==> src/rtl/spi_dac_pkg.sv <==
// Shared types and constants for the two-slave SPI DAC sequencer.
package spi_dac_pkg;

  typedef enum logic [1:0] {IDLE, SHIFT, GAP} state_t;

  localparam logic OP_WRITE     = 1'b1;
  localparam logic OP_LOAD      = 1'b0;
  localparam int   WR_FRAME_LEN = 14;
  localparam int   LD_FRAME_LEN = 6;
  localparam int   REG_AW       = 3;
  localparam int   DATA_W       = 8;
  localparam int   CNT_W        = 4;

  // Frames are left-aligned in a WR_FRAME_LEN vector so both ops shift out from the MSB.
  function automatic logic [WR_FRAME_LEN-1:0] build_frame(
    input logic              wr,
    input logic              slv,
    input logic [REG_AW-1:0] addr,
    input logic [DATA_W-1:0] data
  );
    if (wr) begin
      return {OP_WRITE, slv, addr, data, 1'b0};
    end
    return {OP_LOAD, slv, addr, 1'b0, {DATA_W{1'b0}}};
  endfunction

endpackage

==> src/rtl/spi_rr_arb.sv <==
// Two-way request arbiter producing a one-hot grant.
// Define SPI_SEQ_RR_EN for round-robin; otherwise req0 has fixed priority.
module spi_rr_arb
  import spi_dac_pkg::*;
(
  input  logic [1:0] valid,
  input  logic       en,
  input  logic       last,
  output logic [1:0] grant
);

  always_comb begin
    grant = 2'b00;
    if (en) begin
`ifdef SPI_SEQ_RR_EN
      if (valid == 2'b11) begin
        grant = last ? 2'b01 : 2'b10;
      end else begin
        grant = valid;
      end
`else
      if (valid[0]) begin
        grant = 2'b01;
      end else if (valid[1]) begin
        grant = 2'b10;
      end
`endif
    end
  end

`ifndef SPI_SEQ_RR_EN
  logic unused_last;
  assign unused_last = last;
`endif

endmodule

==> src/rtl/spi_dac_seq.sv <==
// SPI master sequencer: arbitrates two requesters and serialises WRITE/LOAD frames.
// Arbitration policy selected by SPI_SEQ_RR_EN (defined = round-robin).
module spi_dac_seq
  import spi_dac_pkg::*;
#(
  parameter int IDLE_GAP = 1
) (
  input  logic        sclk,
  input  logic        reset,
  input  logic [1:0]  req_valid,
  output logic [1:0]  req_ready,
  input  logic [1:0]  req_wr,
  input  logic [1:0]  req_slv,
  input  logic [5:0]  req_reg,
  input  logic [15:0] req_data,
  output logic        cs_n,
  output logic        mosi,
  output logic        busy,
  output logic        done,
  output logic        done_id
);

  localparam int GAP_W = (IDLE_GAP > 1) ? $clog2(IDLE_GAP) : 1;

  state_t                  state_reg, state_next;
  logic [WR_FRAME_LEN-1:0] shreg_reg;
  logic [CNT_W-1:0]        bit_cnt_reg;
  logic [GAP_W-1:0]        gap_cnt_reg;
  logic                    last_reg;
  logic                    cur_id_reg;

  logic [1:0]              grant;
  logic                    g_idx;
  logic                    sel_wr;
  logic                    sel_slv;
  logic [REG_AW-1:0]       sel_reg;
  logic [DATA_W-1:0]       sel_data;
  logic [WR_FRAME_LEN-1:0] sel_frame;

  spi_rr_arb u_arb (
    .valid (req_valid),
    .en    (state_reg == IDLE),
    .last  (last_reg),
    .grant (grant)
  );

  assign req_ready = grant;
  assign busy      = (state_reg != IDLE);
  assign g_idx     = grant[1];
  assign sel_wr    = g_idx ? req_wr[1]       : req_wr[0];
  assign sel_slv   = g_idx ? req_slv[1]      : req_slv[0];
  assign sel_reg   = g_idx ? req_reg[5:3]    : req_reg[2:0];
  assign sel_data  = g_idx ? req_data[15:8]  : req_data[7:0];
  assign sel_frame = build_frame(sel_wr, sel_slv, sel_reg, sel_data);

  always_comb begin
    state_next = state_reg;
    case (state_reg)
      IDLE:    if (|grant) state_next = SHIFT;
      SHIFT:   if (bit_cnt_reg == '0) state_next = GAP;
      GAP:     if (gap_cnt_reg == '0) state_next = IDLE;
      default: state_next = IDLE;
    endcase
  end

  always_ff @(posedge sclk) begin
    if (reset) begin
      state_reg   <= IDLE;
      cs_n        <= 1'b1;
      mosi        <= 1'b0;
      done        <= 1'b0;
      done_id     <= 1'b0;
      last_reg    <= 1'b1;
      cur_id_reg  <= 1'b0;
      shreg_reg   <= '0;
      bit_cnt_reg <= '0;
      gap_cnt_reg <= '0;
    end else begin
      state_reg <= state_next;
      done      <= 1'b0;
      case (state_reg)
        IDLE: begin
          if (|grant) begin
            cs_n        <= 1'b0;
            mosi        <= sel_frame[WR_FRAME_LEN-1];
            shreg_reg   <= {sel_frame[WR_FRAME_LEN-2:0], 1'b0};
            bit_cnt_reg <= sel_wr ? CNT_W'(WR_FRAME_LEN - 1) : CNT_W'(LD_FRAME_LEN - 1);
            last_reg    <= g_idx;
            cur_id_reg  <= g_idx;
          end
        end
        SHIFT: begin
          if (bit_cnt_reg == '0) begin
            cs_n        <= 1'b1;
            mosi        <= 1'b0;
            done        <= 1'b1;
            done_id     <= cur_id_reg;
            gap_cnt_reg <= GAP_W'(IDLE_GAP - 1);
          end else begin
            mosi        <= shreg_reg[WR_FRAME_LEN-1];
            shreg_reg   <= {shreg_reg[WR_FRAME_LEN-2:0], 1'b0};
            bit_cnt_reg <= bit_cnt_reg - 1'b1;
          end
        end
        GAP: begin
          if (gap_cnt_reg != '0) gap_cnt_reg <= gap_cnt_reg - 1'b1;
        end
        default: ;
      endcase
    end
  end

endmodule
==> config.mk <==
export PLATFORM = sky130hd
export DESIGN_NAME = spi_dac_seq
export DESIGN_NICKNAME = d
export VERILOG_FILES = /design/src/rtl/spi_dac_pkg.sv /design/src/rtl/spi_rr_arb.sv /design/src/rtl/spi_dac_seq.sv
export SDC_FILE = /design/constraint.sdc
export NUM_CORES = 1
export LEC_CHECK = 0
export CAP_MARGIN = 40
export CORE_ASPECT_RATIO = 1.4
export CORE_MARGIN = 2
export CORE_UTILIZATION = 33
export DETAILED_ROUTE_END_ITERATION = 8
export PLACE_DENSITY_LB_ADDON = 0.15
export RECOVER_POWER = 25
export SETUP_SLACK_MARGIN = 0.15
export SLEW_MARGIN = 20
export SYNTH_ARGS = -nofsm -noshare
export SYNTH_HDL_FRONTEND = slang
export SYNTH_SLANG_ARGS = --single-unit
==> constraint.sdc <==
create_clock -name sclk -period 2.27 [get_ports sclk]
set_clock_uncertainty 0.1 [all_clocks]
set_input_delay 0.454 -clock sclk [delete_from_list [all_inputs] [get_ports sclk]]
set_output_delay 0.454 -clock sclk [all_outputs]
set_load 0.03 [all_outputs]
==> impl_metrics.csv <==
group,metric,value,unit
setup_path,rr_worst_depth,8,
pwr,seq_power_share,40.9,%
logic_synthesis,syn-cell-area,1170,um2
layout,area_growth,42.8,%
global_route,grt_pass1_wl,4510,um
detailed_routing,route.detailed.drc,0,
setup_path,end_kind,"output port",
run_status,status,"complete, no violations",
placed_design,place_hpwl,2170,um
detailed_routing,vias,1126,
logic_synthesis,avgSynthCellArea,8.96,um2
setup_path,cp-endpoint,"busy",
global_route,grt_overflow,0,
timing,rsz0062_at_grt,"no",
layout,nNetsFinal,205,
logic_synthesis,synth_cell_type_count,32,
layout,largest_reg_flops,12,
setup_path,cp.required,1.72,ns
global_route,grt_max_degree,14,
timing,max-slew-margin-rel,65.5,%
hold_path,min-delay-start,"done_id",
timing,slew_viol_final,0,
pwr,power_leakage,0.713,nW
setup_path,cp_max_fo,6,
logic_synthesis,ys_warn_count,0,
floorplanning,rows,25,
cts,clk-insertion-delay-late,0.27,ns
logic_synthesis,yosysTopAreaCellShare,39.2,%
timing,tightestPinTransition,0.518,ns
floorplanning,start_util,34.7,%
timing,fin_setup_tns,0,ns
cts,cts_hold_buf,0,
floorplanning,core_region_area,3380,um2
layout,diodes,0,
logic_synthesis,yosysTopAreaCell,"dfxtp_1",
floorplanning,die-area,4060,um2
layout,post-route-util,49.6,%
pwr,power_density,750,nW/um2
placed_design,port-buffer-count,36,
detailed_routing,dr.pass1.iters,4,
cts,clk_pin_slew_worst_paths,0.08,ns
pwr,p_int,831,uW
cts,htreeDepth,1,
cts,cts_buffer_depth,2,
detailed_routing,drtAntennaViolNets,0,
cts,root_buffer,"clkbuf_8",
layout,drive_gt1_share,10.4,%
setup_path,ff2ff_setup_slack,0.39,ns
setup_path,worstSetupStartpoint,"state_reg[0]",
cts,cts_tree,"done",
setup_path,start_kind,"flip-flop",
global_route,antenna_found_initial,0,
pwr,sw_frac_of_total,33.9,%
detailed_routing,detail_route.vias_per_cell,5.29,
pwr,power,1.26,mW
timing,hold_viol_final,0,
pwr,pwr-share-comb,38.6,%
cts,clock_sinks,23,
setup_path,reg2reg_from,"bit_cnt_reg[0]",
logic_synthesis,synth_seq_cells,23,
setup_path,crit_type,"flip-flop to output port",
global_route,grt_pass1_vias,1090,
detailed_routing,wl_per_cell,13.4,um
logic_synthesis,synth_area_leaders,"dfxtp_1 (39%), mux2i_1 (10%), o211a_1 (6.0%), nor3_1 (4.3%), nor2_1 (4.2%)",
global_route,grt_use_total,15.1,%
detailed_routing,initialDrtViolationCount,24,
hold_path,hp-class,"flip-flop to flip-flop",
timing,clock.fmax,515,MHz
floorplanning,ios,37,
cts,cts_buffers,3,
pwr,p_clk_share,20.5,%
logic_synthesis,syn-num-nets,162,
floorplanning,die_y,74.6,um
timing,finalSetupViolations,0,
setup_path,critPathArrivalTime,1.39,ns
timing,fin_crit,1.94,ns
layout,fill_cells,351,
pwr,vdd_drop_max,0.380,mV
pwr,power.switching,425,uW
logic_synthesis,seq_area_frac_synth,39.2,%
floorplanning,die-width,54.4,um
run,drv_cap,0,
setup_path,timing.rr.end,"shreg_reg[13]",
logic_synthesis,syn_inst,131,
placed_design,gp_congestion,0.738,
timing,period_share,85.6,%
detailed_routing,routed_wl,2860,um
[cells by family (layout without fill, tap and decap cells)]
logic type      after synthesis  count (layout)  synth area share [%]
fa+ha+maj                     1               1                  1.07
flops                        23              23                  39.2
buf+inv                      14              56                  5.33
mux                          12              12                  10.2
simple gates                 43              43                  18.8
compound gates               37              37                  24.6
xor+xnor                      1               1                 0.746
[cells in the mapped netlist]
master,count
nor2b_1,3
a311oi_1,2
nor2_1,13
a21oi_1,7
and2_1,1
inv_1,7
nor3_1,10
nor4b_4,1
xnor2_1,1
buf_6,1
a32o_1,1
dfxtp_1,23
nor4_1,1
clkbuf_1,4
o211a_1,7
o22ai_2,1
o22ai_1,7
nand2b_1,3
o21ai_0,2
o22a_1,1
nand3_1,2
nor3b_1,1
ha_1,1
a221oi_2,1
o31ai_1,1
buf_2,2
mux2i_1,12
a211o_1,4
a211oi_1,1
nand2_1,8
o21a_1,1
a31o_2,1
[worst min path at each step]
stage / endpoint / cells after the start
6_report: done_id / 2
5_1_grt: shreg_reg[11] / 2
4_1_cts: shreg_reg[10] / 2
3_5_place_dp: shreg_reg[10] / 2
3_3_place_gp: shreg_reg[12] / 2
2_1_floorplan: shreg_reg[13] / 2
[through the flow]
step	instance area (um2)	hold WS (ns)	cells	worst slack [ns]
2_1_floorplan	1170	0.337	131	0.456
3_3_place_gp	1610	0.343	207	0.0444
3_5_place_dp	1610	0.353	207	0.00504
4_1_cts	1670	0.366	213	0.0930
5_1_grt	1680	0.382	213	0.209
6_report	1680	0.362	213	0.327
[final cells by class]
cell class                 count  area [um2]  share of cell area, %
multi-input combinational     94         651                   38.8
clock buffer                   4        45.0                   2.69
tap                           40        50.0                   2.99
sequential                    23         460                   27.5
inverter                       7        26.3                   1.57
timing repair buffer          45         443                   26.4
[worst max-delay path: stages (launching register included)]
cell	delay, ns
dfxtp_1	0.46
nor2_1	0.10
inv_1	0.15
dlygate4sd2_1	0.42
[cells in the final DEF, fill, tap and decap left out, drive strengths merged, types with 7 or more instances in the layout]
cell type      instances
clkdlybuf4s50         31
dfxtp                 23
nor2                  13
mux2i                 12
buf                   11
nor3                  10
nand2                  8
o22ai                  8
inv                    7
a21oi                  7
o211a                  7
[power by group through the flow]
stage	clock, mW	sequential, mW	combinational (mW)
2_1_floorplan	0	0.530	0.300
3_3_place_gp	0	0.521	0.476
3_5_place_dp	0	0.523	0.483
4_1_cts	0.263	0.514	0.487
5_1_grt	0.281	0.522	0.532
6_report	0.258	0.514	0.484
[per-layer routing]
layer / wire length, um / GRT usage [%]
met1: 1250 / 17.5
met2: 1440 / 25.8
met3: 113 / 2.41
met4: 58 / 8.33
met5: 0 / 0
[what timing repair did]
item,CTS,global route
pin swaps,1,1
setup endpoints to repair,2,13
gates resized for setup,1,3
setup buffers,2,0
Note: power is estimated with default switching activity, not from simulation.
